--- config.mk ---
export PLATFORM = sky130hd
export DESIGN_NAME = multi_cycle_control
export DESIGN_NICKNAME = d
export VERILOG_FILES = /design/src/rtl/multi_cycle_control.sv
export SDC_FILE = /design/constraint.sdc
export NUM_CORES = 1
export LEC_CHECK = 0
export CAP_MARGIN = 40
export CORE_MARGIN = 2
export CORE_UTILIZATION = 40
export CTS_CLUSTER_SIZE = 12
export DETAILED_ROUTE_END_ITERATION = 8
export PLACE_DENSITY_LB_ADDON = 0.15
export SYNTH_ARGS = -nofsm -noshare
export SYNTH_HDL_FRONTEND = slang
export SYNTH_SLANG_ARGS = --single-unit
--- constraint.sdc ---
create_clock -name clk -period 2.1 [get_ports clk]
set_clock_uncertainty 0.05 [all_clocks]
set_input_delay 0.42 -clock clk [delete_from_list [all_inputs] [get_ports clk]]
set_output_delay 0.42 -clock clk [all_outputs]
set_load 0.05 [all_outputs]
--- src/rtl/multi_cycle_control.sv ---
// rtl/multi_cycle_control.sv - multi-cycle CPU control FSM with run/step gating and retired-instruction counter
module multi_cycle_control (
  input  logic        clk,
  input  logic        reset,
  input  logic [5:0]  OP,
  input  logic        Zero,
  input  logic        Run,
  input  logic        Step,
  output logic        IRWrite,
  output logic        PCWrite,
  output logic        PCSrc,
  output logic        RegWrite,
  output logic        RegDst,
  output logic        ALUSrc,
  output logic        Trap,
  output logic [2:0]  ALUOp,
  output logic [2:0]  State,
  output logic [15:0] InstrCount
);

  typedef enum logic [2:0] {
    S_FETCH  = 3'd0,
    S_DECODE = 3'd1,
    S_EXEC_R = 3'd2,
    S_EXEC_I = 3'd3,
    S_WB     = 3'd4,
    S_BRANCH = 3'd5,
    S_TRAP   = 3'd6
  } state_t;

  localparam logic [5:0] OP_RTYPE = 6'h00;
  localparam logic [5:0] OP_BEQ   = 6'h04;
  localparam logic [5:0] OP_BNE   = 6'h05;
  localparam logic [5:0] OP_ADDI  = 6'h08;
  localparam logic [5:0] OP_ORI   = 6'h0D;

  state_t      r_state;
  state_t      w_next;
  logic [5:0]  r_opcode;
  logic [15:0] r_instr_count;
  logic        w_go;
  logic        w_is_r;
  logic        w_is_ori;
  logic        w_is_beq;
  logic        w_is_bne;
  logic        w_retire;
  logic [2:0]  w_imm_aluop;

  assign w_go        = Run | Step;
  assign w_is_r      = (r_opcode == OP_RTYPE);
  assign w_is_ori    = (r_opcode == OP_ORI);
  assign w_is_beq    = (r_opcode == OP_BEQ);
  assign w_is_bne    = (r_opcode == OP_BNE);
  assign w_imm_aluop = w_is_ori ? 3'b101 : 3'b100;
  assign w_retire    = (r_state == S_WB) || (r_state == S_BRANCH);

  assign State      = r_state;
  assign InstrCount = r_instr_count;

  always_ff @(posedge clk or negedge reset) begin
    if (!reset) begin
      r_state       <= S_FETCH;
      r_opcode      <= 6'h00;
      r_instr_count <= 16'h0000;
    end else begin
      r_state <= w_next;
      if (r_state == S_DECODE) begin
        r_opcode <= OP;
      end
      if (w_retire) begin
        r_instr_count <= r_instr_count + 16'd1;
      end
    end
  end

  always_comb begin
    w_next   = r_state;
    IRWrite  = 1'b0;
    PCWrite  = 1'b0;
    PCSrc    = 1'b0;
    RegWrite = 1'b0;
    RegDst   = 1'b0;
    ALUSrc   = 1'b0;
    Trap     = 1'b0;
    ALUOp    = 3'b000;
    case (r_state)
      S_FETCH: begin
        if (w_go) begin
          IRWrite = 1'b1;
          PCWrite = 1'b1;
          w_next  = S_DECODE;
        end
      end
      S_DECODE: begin
        // The opcode register is loaded on this edge, so route on the live OP.
        case (OP)
          OP_RTYPE:        w_next = S_EXEC_R;
          OP_ADDI, OP_ORI: w_next = S_EXEC_I;
          OP_BEQ, OP_BNE:  w_next = S_BRANCH;
          default:         w_next = S_TRAP;
        endcase
      end
      S_EXEC_R: begin
        ALUOp  = 3'b111;
        w_next = S_WB;
      end
      S_EXEC_I: begin
        ALUSrc = 1'b1;
        ALUOp  = w_imm_aluop;
        w_next = S_WB;
      end
      S_WB: begin
        RegWrite = 1'b1;
        if (w_is_r) begin
          ALUOp  = 3'b111;
          RegDst = 1'b1;
        end else begin
          ALUSrc = 1'b1;
          ALUOp  = w_imm_aluop;
        end
        w_next = S_FETCH;
      end
      S_BRANCH: begin
        ALUOp   = 3'b001;
        PCSrc   = 1'b1;
        PCWrite = (w_is_beq & Zero) | (w_is_bne & ~Zero);
        w_next  = S_FETCH;
      end
      S_TRAP: begin
        Trap   = 1'b1;
        w_next = S_TRAP;
      end
      default: w_next = S_FETCH;
    endcase
  end

endmodule

==> out/metrics.yaml, run 1 <==
placement:
  gp_congestion: 0.795
  io_buffers: 39
  placed_cell_area_sq_um: 1870
  post-place-ws_ns: 0.0400
  dp.final_hpwl_mm: 2.23
floorplanning:
  io-pin-count: 40
  initial_core_util: 0.425
  die_x_um: 61.2
  dieHeight_um: 61.2
  core_sq_um: 3080
  num_rows: 20
  die_area_sq_um: 3750
global_route:
  grt_max_degree: 26
  grt_overflow: 0
  track_usage: 0.172
  grt_pass1_wl_mm: 4.82
  grt_antenna_before_repair: 0
  grt_pass1_vias: 1062
synth:
  synth_seq_area_share: 0.478
  synthCells: 122
  syn_area_per_cell_sq_um: 10.7
  synth-async-reset-ratio: 1.00
  syn_nets: 137
  synth_flop_cell: "dfrtp_1"
  syn-cell-area_sq_um: 1310
  synth_warnings: 0
  synth.distinct_cells: 32
  netlist.area_leader.share: 0.478
  yosys_register_bits: 25
  synth.most_common_cell: "dfrtp_1"
  synth.cells.most_frequent: "25 x dfrtp_1, 10 x nand2_1, 10 x nor2_1"
  synth_edf_count: 0
  synth_top_area_cell: "dfrtp_1"
  synthTopCellsByArea: "dfrtp_1 48%, mux2_2 6.0%, xnor2_1 6.0%, xor2_1 5.4%, ha_1 3.8%"
drt:
  drt-vias-per-instance: 4.99
  dr.pass1.iters: 4
  wl_per_cell_um: 13.3
  ant_nets: 0
  routed_wl_mm: 2.86
  drt_iter0_drc: 34
  drc: 0
  route.vias.total: 1068
sta:
  setup_violations: 4
  min_period_over_period: 1.09
  worstMarginPinSlew_ns: 0.511
  period_needed_ns: 2.29
  setup_ws_ns: -0.187
  rsz0062_at_grt: "true"
  finalHoldViolations: 0
  max_slew_margin: 0.659
  maxSlewViolCount: 0
  max_freq_mhz: 437
critical_path:
  crit_type: "flip-flop to output pin"
  critPathLaunchType: "flip-flop"
  max_stage_delay_ns: 0.44
  endpoint_kind: "output pin"
  arrival_ns: 1.82
  cpMaxStageDelayCell: "dfrtp_1"
  cp.required_ns: 1.63
  crit_fanout: 2
  critical_path.cell_chain: "buf_4 > nor4_1 > nand2b_1 > a31o_2 > buf_12"
power:
  p_leak_nw: 0.975
  vdd_ir_drop_max_v: 0.000949
  power.density_nw_per_um2: 1230
final_layout:
  diodes: 0
  final_area_sq_um: 1980
  area_growth_pct: 51.1
  layout-drive-gt1-share: 0.312
  layout.nets: 186
clocking:
  clkLatencyLatePin_ns: 0.31
  htreeDepth: 1
  cts_max_path_buffers: 2
  path_clk_slew_ns: 0.13
  cts_root_buf: "clkbuf_4"
  cts_hold_buf: 0
  cts_made_buffers: 3
  cts_tree: "yes"
  clock_sinks: 25
status:
  violations: "negative setup slack"
  run_status: "finished, violations left"
hold_path:
  hp-class: "input port to asynchronous set/reset pin"
flow_run:
  drv_cap: 0
## sequential cells by signal, summed over array words and instances, names as in the netlist
name / count
r_opcode: 6
InstrCount: 16
State: 3
## worst max-delay path: cells and delay by family (launching register included)
kind	cells	cell delay, ns
compound gates	1	0.18
buf+inv	2	0.28
flops	1	0.44
simple gates	2	0.60
## power by group
group | internal (W) | switching [W]
combinational | 0.000596 | 0.000800
clock | 0.0000711 | 0.000137
sequential | 0.000619 | 0.000202
## timing repair
item / 4_1_cts / 5_1_grt
pin swaps: 1 / 0
gates resized for setup: 6 / 10
endpoints found under the setup margin: 5 / 12
setup buffers: 3 / 2
## cell families (layout without fill, tap and decap cells)
family / Yosys count / count (layout) / synth area share
xor+xnor: 17 / 17 / 0.114
flops: 25 / 25 / 0.478
buf+inv: 6 / 54 / 0.0182
simple gates: 52 / 52 / 0.233
fa+ha+maj: 4 / 4 / 0.0382
compound gates: 11 / 11 / 0.0583
mux: 7 / 7 / 0.0602
## final timing paths
| check | start | to | slack [ns] | cells past startpoint |
|---|---|---|---|---|
| max | r_opcode[1] | ALUOp[0] | -0.19 | 5 |
| min | reset | State[1] | 0.41 | 2 |
| max reg2reg | State[1] | InstrCount[11] | 0.29 | 6 |
| min reg2reg | InstrCount[15] | InstrCount[15] | 0.44 | 1 |
| max in group asynchronous | reset | State[2] | 1.34 | 2 |
| min in group clk | InstrCount[15] | InstrCount[15] | 0.44 | 1 |
## through the flow
stage	total power (W)	hold slack, ns	setup TNS [ns]	std cells	utilization
global route	0.00255	0.419	-1.06	214	0.643
CTS	0.00240	0.412	-0.627	212	0.629
global placement	0.00209	0.407	0	205	0.606
finish	0.00242	0.405	-0.588	214	0.643
floorplan	0.00164	0.0744	0	122	-
detailed placement	0.00212	0.423	0	205	0.606
## layout make-up
cell class | count | area [sq um]
multi-input combinational | 91 | 713
clock buffer | 3 | 22.5
tap | 44 | 55.1
inverter | 5 | 18.8
timing repair buffer | 45 | 534
clock inverter | 1 | 5.00
sequential | 25 | 629
fill | 258 | 1100
## placed cells by master (no fill, tap or decap), types with 2 or more instances in the layout
cell,synthesis,layout
buf_4,0,10
inv_1,5,3
xor2_1,8,8
nand4_1,2,2
nand3_1,6,6
ha_1,4,4
nor2_1,10,8
nor3_1,7,6
and3_1,4,3
mux2_2,7,7
buf_12,0,9
dfrtp_2,0,3
dfrtp_1,25,22
clkdlybuf4s50_1,0,18
xnor2_1,9,9
nor3b_4,0,2
nand2b_1,2,2
and3_2,1,2
a21oi_1,3,2
dlymetal6s2s_1,0,7
inv_2,0,2
nand2_1,10,10
clkbuf_4,0,3
## metal layers
| metal | global-route usage | share of wire | vias up |
|---|---|---|---|
| met2 | 0.281 | 0.51 | 22 |
| met4 | 0.0559 | 0.0053 | 0 |
| met3 | 0.0252 | 0.039 | 2 |
| met1 | 0.236 | 0.45 | 522 |
| met5 | 0 | 0 | - |
| li1 | - | - | 522 |
Note: power is estimated with default switching activity, not from simulation.
==> inputs of run 2 (changes only) <==
--- a/config.mk
+++ b/config.mk
@@ -11,6 +11,7 @@
 export CTS_CLUSTER_SIZE = 12
 export DETAILED_ROUTE_END_ITERATION = 8
 export PLACE_DENSITY_LB_ADDON = 0.15
+export RECOVER_POWER = 100
 export SYNTH_ARGS = -nofsm -noshare
 export SYNTH_HDL_FRONTEND = slang
 export SYNTH_SLANG_ARGS = --single-unit
==> constraint.sdc (replaced) <==
create_clock -name clk -period 2.2 [get_ports clk]
set_clock_uncertainty 0.05 [all_clocks]
set_input_delay 0.44 -clock clk [delete_from_list [all_inputs] [get_ports clk]]
set_output_delay 0.44 -clock clk [all_outputs]
set_load 0.05 [all_outputs]
==> run 2 against run 1 <==
Against the previous run:
- the run still ends with negative setup slack left
- global-route usage decreased by 0.49 points
- critical path depth unchanged
- wire length grew 1.5%
- clock power decreased by 4%
- non-clock buffer count fell by 1
- design area fell by 5.8%
- largest power group unchanged
==> out/metrics.yaml, run 2 (same netlist as run 1, synthesis figures left out) <==
floorplanning:
  initial_core_util: 0.425
  die_area_sq_um: 3750
  io-pin-count: 40
  dieHeight_um: 61.2
  die_x_um: 61.2
  num_rows: 20
  core_sq_um: 3080
drt:
  ant_nets: 0
  routed_wl_mm: 2.90
  drc: 0
  wl_per_cell_um: 13.6
  dr.pass1.iters: 4
  drt-vias-per-instance: 5.01
  drt_iter0_drc: 18
  route.vias.total: 1067
power:
  p_leak_nw: 0.824
  intPower_w: 0.00114
  swShare: 0.478
  pwr-share-seq: 0.352
  p_clk_frac: 0.091
  vdd_ir_drop_max_v: 0.000887
  power_frac_comb: 0.557
  switchingPower_w: 0.00105
  power.density_nw_per_um2: 1180
global_route:
  grt_overflow: 0
  grt_pass1_wl_mm: 4.64
  track_usage: 0.167
  grt_max_degree: 26
  grt_pass1_vias: 1038
  grt_antenna_before_repair: 0
sta:
  finalHoldViolations: 0
  max_slew_margin: 0.113
  setup_ws_ns: -0.107
  maxSlewViolCount: 0
  max_freq_mhz: 433
  setup_violations: 3
  period_needed_ns: 2.31
  whs_ns: 0.427
  min_period_over_period: 1.05
  worstMarginPinSlew_ns: 1.33
  rsz0062_at_grt: "true"
clocking:
  cts_tree: "yes"
  clock_sinks: 25
  htreeDepth: 1
  cts_max_path_buffers: 2
  clkLatencyLatePin_ns: 0.31
  cts_root_buf: "clkbuf_4"
  cts_made_buffers: 3
  path_clk_slew_ns: 0.13
  cts_hold_buf: 0
final_layout:
  largest_reg_flops: 16
  final_cell_mix: "23 x dfrtp_1, 19 x clkdlybuf4s50_1, 10 x nand2_1"
  stdcell_count: 213
  diodes: 0
  area_growth_pct: 42.4
  final_common_cell: "dfrtp_1"
  nFillCells: 282
  utilization: 0.605
  final_area_sq_um: 1860
  regArea_sq_um: 628
  layout.nets: 185
  multi_input_area_sq_um: 683
  layout-drive-gt1-share: 0.237
critical_path:
  critPathLaunchType: "flip-flop"
  cp.required_ns: 1.71
  crit_fanout: 6
  arrival_ns: 1.82
  endpoint_kind: "output pin"
  crit_type: "flip-flop to output pin"
status:
  run_status: "finished, violations left"
  violations: "negative setup slack"
placement:
  post-place-ws_ns: 0.139
  dp.final_hpwl_mm: 2.17
  dpl.cell_count: 205
  io_buffers: 39
  gp_congestion: 0.797
  placed_cell_area_sq_um: 1840
flow_run:
  drv_cap: 0
hold_path:
  hp-class: "flip-flop to flip-flop"
-- run 2: changes by cell type in the layout (fill, tap and decap cells not counted), moves of 3 or more --
cell,delta
buf_12,-3
buf_4,-6
clkbuf_1,+5
clkbuf_2,+3
dlygate4sd3_1,+7
dlymetal6s2s_1,-7
-- run 2: metal layers --
layer / up-vias / wire length [um] / GRT usage
li1: 520 / - / -
met1: 519 / 1410 / 0.230
met2: 22 / 1330 / 0.258
met3: 6 / 102 / 0.0357
met4: 0 / 64 / 0.0652
met5: - / 0 / 0
-- run 2: worst max-delay path, stage by stage (launching register included) --
cell	delay (ns)
dfrtp_1	0.45
inv_1	0.16
ha_1	0.37
o311a_1	0.14
a31o_2	0.24
buf_12	0.15
-- run 2: what timing repair did --
action | CTS | global route
resized for setup | 6 | 5
setup endpoints to repair | 3 | 8
pin swaps | 3 | 3
buffers inserted | 6 | 1
-- run 2: area by class of cell --
| class | instances | share of cell area |
|---|---|---|
| flip-flops and latches | 25 | 0.337 |
| clock buffers | 4 | 0.0141 |
| repair buffers | 44 | 0.242 |
| inverters | 5 | 0.0101 |
| multi-input cells | 91 | 0.367 |
| well taps | 44 | 0.0295 |
-- run 2: stage by stage --
step | TNS [ns] | total power, W
after floorplan | -0.217 | 0.00155
after global placement | 0 | 0.00197
after detailed placement | 0 | 0.00199
after CTS | -0.387 | 0.00227
after global routing | -0.838 | 0.00230
final | -0.259 | 0.00219
-- run 2: power by group through the flow --
stage,registers (W),logic [W],clock network (W)
detailed placement,0.000777,0.00122,0
global placement,0.000768,0.00120,0
finish,0.000771,0.00122,0.000199
floorplan,0.000983,0.000566,0
global route,0.000798,0.00128,0.000230
CTS,0.000776,0.00129,0.000211
-- run 2: worst paths after layout --
check	from	end	slack, ns	cells after the start
min	InstrCount[15]	InstrCount[15]	0.43	1
max in group asynchronous	reset	State[0]	0.34	2
min in group asynchronous	reset	InstrCount[6]	0.89	2
min reg2reg	InstrCount[15]	InstrCount[15]	0.43	1
max	State[1]	ALUOp[0]	-0.11	5
max reg2reg	State[1]	InstrCount[11]	0.09	6
